File: config.mk
export PLATFORM = sky130hd
export DESIGN_NAME = cap_touch_scanner
export DESIGN_NICKNAME = d
export VERILOG_FILES = /design/src/rtl/cap_touch_scanner.sv
export SDC_FILE = /design/constraint.sdc
export NUM_CORES = 1
export LEC_CHECK = 0
export ABC_AREA = 1
export ABC_CLOCK_PERIOD_IN_PS = 2100
export CAP_MARGIN = 25
export CORE_ASPECT_RATIO = 0.5
export CORE_MARGIN = 2
export CORE_UTILIZATION = 45
export DETAILED_ROUTE_END_ITERATION = 10
export GPL_ROUTABILITY_DRIVEN = 0
export SETUP_SLACK_MARGIN = 0.15
export SYNTH_ARGS = -nofsm -noshare
export SYNTH_HDL_FRONTEND = slang
export SYNTH_SLANG_ARGS = --single-unit
File: constraint.sdc
create_clock -name clock -period 2.1 [get_ports clock]
set_input_delay 0.42 -clock clock [delete_from_list [all_inputs] [get_ports clock]]
set_output_delay 0.42 -clock clock [all_outputs]
set_load 0.005 [all_outputs]
File: src/rtl/cap_touch_scanner.sv
// Capacitive pad scanner: RC charge timing, threshold, debounce and sticky hits
// for the whack-a-mole front end.
module cap_touch_scanner #(
   parameter int NUM_PADS         = 9,
   parameter int CNT_W            = 12,
   parameter int DISCHARGE_CYCLES = 1000,
   parameter int TIMEOUT          = 4095,
   parameter int THRESH           = 200,
   parameter int DEBOUNCE         = 3
) (
   input  logic                clock,
   input  logic                reset,
   input  logic [NUM_PADS-1:0] capacitive_sensors_in,
   output logic                capacitive_sensors_out,
   output logic [NUM_PADS-1:0] touched,
   output logic [NUM_PADS-1:0] hit_pending,
   input  logic [NUM_PADS-1:0] hit_clear,
   output logic                scan_done,
   output logic [CNT_W-1:0]    last_time
);

   localparam logic [CNT_W-1:0] DIS_LAST = CNT_W'(DISCHARGE_CYCLES - 1);
   localparam logic [CNT_W-1:0] TMO      = CNT_W'(TIMEOUT);
   localparam logic [CNT_W-1:0] TH       = CNT_W'(THRESH);
   localparam logic [2:0]       DEB      = 3'(DEBOUNCE);

   typedef enum logic [1:0] {
      DISCHARGE,
      CHARGE,
      EVAL
   } state_t;

   state_t               state_q, state_d;
   logic [CNT_W-1:0]     cnt_q, cnt_d;
   logic [NUM_PADS-1:0]  meta_q, sync_q;
   logic [CNT_W-1:0]     cap_q [NUM_PADS];
   logic [CNT_W-1:0]     cap_d [NUM_PADS];
   logic [NUM_PADS-1:0]  capd_q, capd_d;
   logic [2:0]           dc_q [NUM_PADS];
   logic [2:0]           dc_d [NUM_PADS];
   logic [NUM_PADS-1:0]  touched_q, touched_d;
   logic [NUM_PADS-1:0]  hit_q, hit_d;
   logic [NUM_PADS-1:0]  raw, set_mask;
   logic                 done_q, done_d;
   logic                 drive_q, drive_d;
   logic [CNT_W-1:0]     last_q, last_d;

   always_comb begin
      state_d   = state_q;
      cnt_d     = cnt_q;
      capd_d    = capd_q;
      touched_d = touched_q;
      done_d    = 1'b0;
      last_d    = last_q;
      raw       = '0;
      set_mask  = '0;
      for (int i = 0; i < NUM_PADS; i++) begin
         cap_d[i] = cap_q[i];
         dc_d[i]  = dc_q[i];
      end
      unique case (state_q)
         DISCHARGE: begin
            if (cnt_q == DIS_LAST) begin
               cnt_d   = '0;
               capd_d  = '0;
               state_d = CHARGE;
               // Preload timeout so pads that never rise read as TIMEOUT
               for (int i = 0; i < NUM_PADS; i++) cap_d[i] = TMO;
            end else begin
               cnt_d = cnt_q + CNT_W'(1);
            end
         end
         CHARGE: begin
            for (int i = 0; i < NUM_PADS; i++) begin
               if (!capd_q[i] && sync_q[i]) begin
                  cap_d[i]  = cnt_q;
                  capd_d[i] = 1'b1;
               end
            end
            if ((&capd_d) || (cnt_q == TMO)) begin
               cnt_d   = '0;
               state_d = EVAL;
            end else begin
               cnt_d = cnt_q + CNT_W'(1);
            end
         end
         EVAL: begin
            for (int i = 0; i < NUM_PADS; i++) begin
               raw[i] = (cap_q[i] >= TH);
               if (raw[i] == touched_q[i]) begin
                  dc_d[i] = '0;
               end else if (dc_q[i] + 3'd1 == DEB) begin
                  touched_d[i] = raw[i];
                  dc_d[i]      = '0;
                  set_mask[i]  = raw[i];
               end else begin
                  dc_d[i] = dc_q[i] + 3'd1;
               end
            end
            done_d  = 1'b1;
            last_d  = cap_q[0];
            cnt_d   = '0;
            state_d = DISCHARGE;
         end
         default: begin
            cnt_d   = '0;
            state_d = DISCHARGE;
         end
      endcase
      // A new hit outranks a clear landing on the same cycle
      hit_d   = (hit_q & ~hit_clear) | set_mask;
      drive_d = (state_d == CHARGE);
   end

   always_ff @(posedge clock) begin
      if (!reset) begin
         state_q   <= DISCHARGE;
         cnt_q     <= '0;
         meta_q    <= '0;
         sync_q    <= '0;
         capd_q    <= '0;
         touched_q <= '0;
         hit_q     <= '0;
         done_q    <= 1'b0;
         drive_q   <= 1'b0;
         last_q    <= '0;
         for (int i = 0; i < NUM_PADS; i++) begin
            cap_q[i] <= '0;
            dc_q[i]  <= '0;
         end
      end else begin
         state_q   <= state_d;
         cnt_q     <= cnt_d;
         meta_q    <= capacitive_sensors_in;
         sync_q    <= meta_q;
         capd_q    <= capd_d;
         touched_q <= touched_d;
         hit_q     <= hit_d;
         done_q    <= done_d;
         drive_q   <= drive_d;
         last_q    <= last_d;
         for (int i = 0; i < NUM_PADS; i++) begin
            cap_q[i] <= cap_d[i];
            dc_q[i]  <= dc_d[i];
         end
      end
   end

   assign capacitive_sensors_out = drive_q;
   assign touched                = touched_q;
   assign hit_pending            = hit_q;
   assign scan_done              = done_q;
   assign last_time              = last_q;

endmodule

==> impl_metrics.env, run 1 <==
export IMPL_synth_largest_area_cell="sky130_fd_sc_hd__dfxtp_1"
export IMPL_ys_seq_elements=184
export IMPL_total_power_divided_by_cell_area_mw_per_mm2=699
export IMPL_worst_slew_pin_slew_ps=537
export IMPL_design_core_area_mm2=0.0184
export IMPL_nNetsFinal=1319
export IMPL_clock_skew_final_ps=14.0
export IMPL_fillCellCount=1818
export IMPL_wl_mm=19.8
export IMPL_wire_per_inst_um=12.9
export IMPL_crit_path_max_incr_delay_ps=550
export IMPL_power_switching_mw=1.60
export IMPL_ctsRootBufferMaster="sky130_fd_sc_hd__clkbuf_16"
export IMPL_worst_setup_hold_path_clk_slew_ps=70
export IMPL_power_leakage_nw=4.43
export IMPL_globalRouteOverflowTotal=0
export IMPL_netlist_area_mm2=0.00843
export IMPL_std_cell_rows=35
export IMPL_p_seq_share_pct=51.4
export IMPL_critPathSlowestCell="sky130_fd_sc_hd__clkdlybuf4s50_1"
export IMPL_ir_worst_vdd_v=0.000586
export IMPL_yosysWarningCount=0
export IMPL_grt_antenna_before_repair=0
export IMPL_final_common_cell="sky130_fd_sc_hd__nand2_1"
export IMPL_floorplan_die_width_um=198
export IMPL_use_met3_pct=4.35
export IMPL_clk_insertion_delay_late_ps=430
export IMPL_status="complete, no violations"
export IMPL_portBuffers=51
export IMPL_maximum_fanout_along_the_worst_path=3
export IMPL_hold_violations=0
export IMPL_grt_met2_usage_pct=30.6
export IMPL_cts_inserted_buffers=17
export IMPL_cell_internal_pwr_mw=5.24
export IMPL_critical_path_arrival_ps=1350
export IMPL_num_io_pins=52
export IMPL_globalRouteTotalUtil_pct=20.6
export IMPL_routed_via_count=7432
export IMPL_report_final_slew_viol_count=0
export IMPL_dr_first_iter_drc_count=561
export IMPL_critical_path_required_ps=1680
export IMPL_path_delay_family="buffers and inverters"
export IMPL_layout_cells_most_common_list="sky130_fd_sc_hd__nand2_1, sky130_fd_sc_hd__inv_1, sky130_fd_sc_hd__nor2_1, sky130_fd_sc_hd__dfxtp_1, sky130_fd_sc_hd__a21oi_1"
export IMPL_vias_per_cell=4.85
export IMPL_post_dp_cell_area_mm2=0.00916
export IMPL_switching_share_pct=23.3
export IMPL_crit_type="flop to output port"
export IMPL_maxClockFrequency_mhz=565
export IMPL_final_routed_drc_violation_total=0
export IMPL_crit_path_capture_type="output port"
export IMPL_die_y_um=101
export IMPL_dpl_hpwl_mm=13.3
export IMPL_ctsHoldBuffers=0
export IMPL_groute_layer_met1_usage_pct=30.0
export IMPL_worst_slew_margin_rel_pct=64.1
export IMPL_die_area_mm2=0.0199
export IMPL_globalRoute_busiestLayer="met2"
export IMPL_ys_types=27
export IMPL_synthesized_instance_count=1243
export IMPL_firstDrtPassIters=5
export IMPL_initial_core_util_pct=45.8
export IMPL_unrepaired_setup_endpoints_after_global_routing="no"
export IMPL_cap_viol_max_count=0
export IMPL_postSynthNetCount=1282
export IMPL_grt_start_max_net_pins=115
export IMPL_fin_crit_sh_pct=84.3
export IMPL_critical_path_n_buffers_inverters=1
export IMPL_drive_gt1_share_pct=5.88
export IMPL_timing_setup_tns_ps=0
export IMPL_final_antenna_net_count=0
export IMPL_cells_along_the_critical_path="clkdlybuf4s50_1"
export IMPL_clock_power_share_pct=46.1
export IMPL_clockBufferDepth=2
export IMPL_wire_length_of_the_first_global_routing_pass_mm=32.3
export IMPL_synth_top_cell_area_share_pct=43.7
export IMPL_cts_tree="done"
export IMPL_setup_worst_path_start_class="flop"
export IMPL_setup_violations_final=0
export IMPL_design_area_mm2=0.00979
export IMPL_h_tree_depth=4
export IMPL_share_comb_of_total_power_pct=2.5
export IMPL_timing_hold_worst_class="flop to flop"
export IMPL_areaGrowthSynthToFinish_pct=16.1
export IMPL_diodes=0
export IMPL_area_contributors_post_synth="sky130_fd_sc_hd__dfxtp_1, sky130_fd_sc_hd__nand2_1, sky130_fd_sc_hd__inv_1"
export IMPL_synth_area_per_cell_um2=6.78
export IMPL_finalWorstPathRequiredPeriod_ps=1770
export IMPL_via_count_of_the_first_global_routing_pass=6641
export IMPL_cts_sinks=184
export IMPL_sequential_element_share_of_the_synthesized_area_pct=43.7
## Yosys cell counts (all sizes together)
cell type	number
nand3	69
xor2	4
a21oi	95
inv	220
or2	1
o31ai	3
nand3b	3
clkbuf	29
o21bai	8
nand2	281
dfxtp	184
o21ai	49
a31oi	9
nor3	7
nand4	36
nor2	188
o21a	9
buf	28
a211oi	1
ha	19
## per-layer routing
layer / part of all wire, % / vias up
li1: - / 3912
met1: 54 / 3328
met2: 40 / 165
met3: 4.6 / 27
met4: 1.3 / 0
met5: 0 / -
## timing repair
| item | 4_1_cts | 5_1_grt |
|---|---|---|
| endpoints found under the setup margin | 0 | 66 |
| setup buffers | 0 | 3 |
| hold endpoints to repair | 0 | 0 |
| resized for setup | 0 | 6 |
## cell type report
| class | count | area, µm² | area share, % |
|---|---|---|---|
| flip-flops and latches | 184 | 3680 | 37.6 |
| clock buffers | 18 | 429 | 4.39 |
| repair buffers | 74 | 731 | 7.47 |
| inverters | 220 | 826 | 8.44 |
| well taps | 240 | 300 | 3.07 |
| clock inverters | 14 | 139 | 1.42 |
| multi-input cells | 783 | 3680 | 37.6 |
## per-stage QoR
stage | std cells | util (%) | worst slack (ps) | hold slack, ps | power, mW
final | 1533 | 53.2 | 330 | 412 | 6.84
after global routing | 1533 | 53.2 | 188 | 439 | 7.08
after CTS | 1529 | 52.9 | 214 | 413 | 6.91
after detailed placement | 1497 | 49.8 | 221 | 396 | 3.77
after global placement | 1497 | 49.8 | 295 | 394 | 3.77
after floorplan | 1243 | - | 611 | 390 | 3.70
## cell families after synthesis
logic type               share of synthesized area [%]
buffers and inverters                             13.1
adder cells (fa/ha/maj)                           2.82
XOR/XNOR                                         0.416
flip-flops                                        43.7
AND/OR/NAND/NOR                                   28.7
AO/OA/AOI/OAI                                     11.2
## flip-flops by register name, indices dropped and copies added (netlist names), 12 cells and up
signal,cells
cap_q,84
dc_q,27
cnt_q,12
last_time,12
## final timing paths
kind,start,to,slack (ps),cells after the start
worst max register to register,state_q[1],cap_q[0][83],390,7
worst max-delay path,touched[4],touched[4],330,1
worst min register to register,meta_q[0],sync_q[0],410,2
worst min-delay path,meta_q[0],sync_q[0],410,2
## power groups by stage
stage | logic, mW | registers [mW] | clock network [mW]
3_5_place_dp | 0.169 | 3.60 | 0
4_1_cts | 0.170 | 3.52 | 3.22
2_1_floorplan | 0.101 | 3.60 | 0
6_report | 0.168 | 3.52 | 3.15
3_3_place_gp | 0.168 | 3.60 | 0
5_1_grt | 0.192 | 3.52 | 3.37
No activity file was read; power rests on OpenSTA's default activity.
==> run 2: changes to the inputs <==
ABC_CLOCK_PERIOD_IN_PS = 1600   (was 2100)
PLACE_DENSITY = 0.66   (was not set)
clock period = 1.6 ns   (was 2.1 ns; I/O delays follow)
==> run 2 against run 1 <==
  * The flow now finishes with violations (negative setup slack)
  * Die area unchanged
  * Wire length increased by 13%
  * Sequential share of layout area decreased by 4.4 points
  * Largest power group unchanged
  * Largest cell class is now multi-input combinational cells
==> impl_metrics.env, run 2 (synthesized netlist as in run 1, its figures left out) <==
export IMPL_status="complete, but fails checks"
export IMPL_failed_checks="negative setup slack"
export IMPL_worst_slew_margin_rel_pct=63.6
export IMPL_grt_antenna_before_repair=0
export IMPL_cts_sinks=184
export IMPL_timing_setup_tns_ps=-289
export IMPL_via_count_of_the_first_global_routing_pass=7229
export IMPL_report_final_slew_viol_count=0
export IMPL_reg2reg_slack_ps=-30
export IMPL_h_tree_depth=4
export IMPL_areaGrowthSynthToFinish_pct=33.0
export IMPL_dpl_hpwl_mm=14.0
export IMPL_ir_worst_vdd_v=0.000785
export IMPL_diodes=0
export IMPL_largest_register="cap_q"
export IMPL_layout_cells_most_common_list="sky130_fd_sc_hd__nand2_1, sky130_fd_sc_hd__inv_1, sky130_fd_sc_hd__dfxtp_1, sky130_fd_sc_hd__nor2_1, sky130_fd_sc_hd__a21oi_1"
export IMPL_setup_violations_final=18
export IMPL_final_routed_drc_violation_total=0
export IMPL_crit_path_capture_type="flop"
export IMPL_cts_inserted_buffers=17
export IMPL_clockBufferDepth=2
export IMPL_total_power_divided_by_cell_area_mw_per_mm2=822
export IMPL_std_cell_rows=35
export IMPL_floorplan_die_width_um=198
export IMPL_routed_via_count=7985
export IMPL_largest_reg_flops=84
export IMPL_portBuffers=51
export IMPL_clk_insertion_delay_late_ps=440
export IMPL_critical_path_arrival_ps=2000
export IMPL_vias_per_cell=5.03
export IMPL_clock_skew_final_ps=11.3
export IMPL_timing_hold_worst_class="input pin to flop"
export IMPL_dr_first_iter_drc_count=526
export IMPL_setup_worst_path_start_class="flop"
export IMPL_wl_mm=22.4
export IMPL_wire_per_inst_um=14.1
export IMPL_fin_crit_sh_pct=102
export IMPL_worst_setup_hold_path_clk_slew_ps=70
export IMPL_finalWorstPathRequiredPeriod_ps=1630
export IMPL_reg_top3="cap_q (84), dc_q (27)"
export IMPL_maximum_fanout_along_the_worst_path=5
export IMPL_crit_type="flop to flop"
export IMPL_ctsRootBufferMaster="sky130_fd_sc_hd__clkbuf_16"
export IMPL_fillCellCount=1583
export IMPL_drive_gt1_share_pct=23.5
export IMPL_die_area_mm2=0.0199
export IMPL_num_io_pins=52
export IMPL_unrepaired_setup_endpoints_after_global_routing="yes"
export IMPL_critical_path_required_ps=1970
export IMPL_hold_violations=0
export IMPL_worst_slack_ps=-30.6
export IMPL_globalRouteOverflowTotal=0
export IMPL_grt_start_max_net_pins=60
export IMPL_die_y_um=101
export IMPL_design_core_area_mm2=0.0184
export IMPL_final_antenna_net_count=0
export IMPL_power_leakage_nw=5.01
export IMPL_final_common_cell="sky130_fd_sc_hd__nand2_1"
export IMPL_design_power_total_mw=9.22
export IMPL_maxClockFrequency_mhz=613
export IMPL_firstDrtPassIters=5
export IMPL_nNetsFinal=1377
export IMPL_cts_tree="done"
export IMPL_worst_slew_pin_slew_ps=546
export IMPL_cap_viol_max_count=0
export IMPL_initial_core_util_pct=45.8
export IMPL_ctsHoldBuffers=0
export IMPL_rr_worst_depth=10
export IMPL_wire_length_of_the_first_global_routing_pass_mm=34.8
export IMPL_holdPathStages=5
export IMPL_globalRouteTotalUtil_pct=22.0
run 2: stage by stage:
stage / hold WS [ps] / setup WS, ps / cell area (µm²) / utilization (%) / std cells
global route: 385 / -86.9 / 11200 / 60.9 / 1589
finish: 369 / -30.6 / 11200 / 60.9 / 1589
floorplan: 390 / 170 / 8450 / - / 1243
CTS: 400 / 59.6 / 10700 / 58.3 / 1581
detailed placement: 395 / -86.3 / 9410 / 51.1 / 1529
global placement: 394 / -45.6 / 9410 / 51.1 / 1529
run 2: where the power goes:
part           switching, mW  internal [mW]  total (mW)
Clock                   1.86           2.46        4.32
Sequential            0.0131           4.60        4.62
Combinational          0.169          0.110       0.279
Total                   2.04           7.18        9.22
run 2: critical path, cell delays in order (launching register included):
cell                      delay (ps)
sky130_fd_sc_hd__dfxtp_2         350
sky130_fd_sc_hd__ha_4            160
sky130_fd_sc_hd__inv_4            40
sky130_fd_sc_hd__nor3_4          160
sky130_fd_sc_hd__nand3_2         140
sky130_fd_sc_hd__nand2_4         110
sky130_fd_sc_hd__buf_12          140
sky130_fd_sc_hd__buf_12          120
sky130_fd_sc_hd__buf_8           130
sky130_fd_sc_hd__nand2_8          70
sky130_fd_sc_hd__a21oi_2         130
run 2: cell type report:
class / count / area (µm²) / share of cell area, %
Clock inverter: 13 / 170 / 1.52
Inverter: 220 / 841 / 7.50
Tap cell: 240 / 300 / 2.68
Clock buffer: 17 / 425 / 3.80
Multi-Input combinational cell: 786 / 4510 / 40.2
Sequential cell: 184 / 3720 / 33.2
Timing Repair Buffer: 129 / 1240 / 11.1
run 2: worst paths after layout:
kind,start,end
setup / recovery,cnt_q[1],cap_q[0][30]
hold / removal,reset,cnt_q[5]
setup reg to reg,cnt_q[1],cap_q[0][30]
hold reg to reg,meta_q[6],sync_q[6]
run 2: layer usage:
metal  routed length (µm)  GRT usage (%)
met5                    0              0
met4                  336           6.71
met3                 1270           3.95
met2                 9960           35.0
met1                10800           30.7
run 2: timing repair:
action / 4_1_cts / 5_1_grt
endpoints found under the setup margin: 120 / 119
gates resized for setup: 189 / 123
buffers inserted: 16 / 6
cloned: 6 / 2
pin swaps: 39 / 38
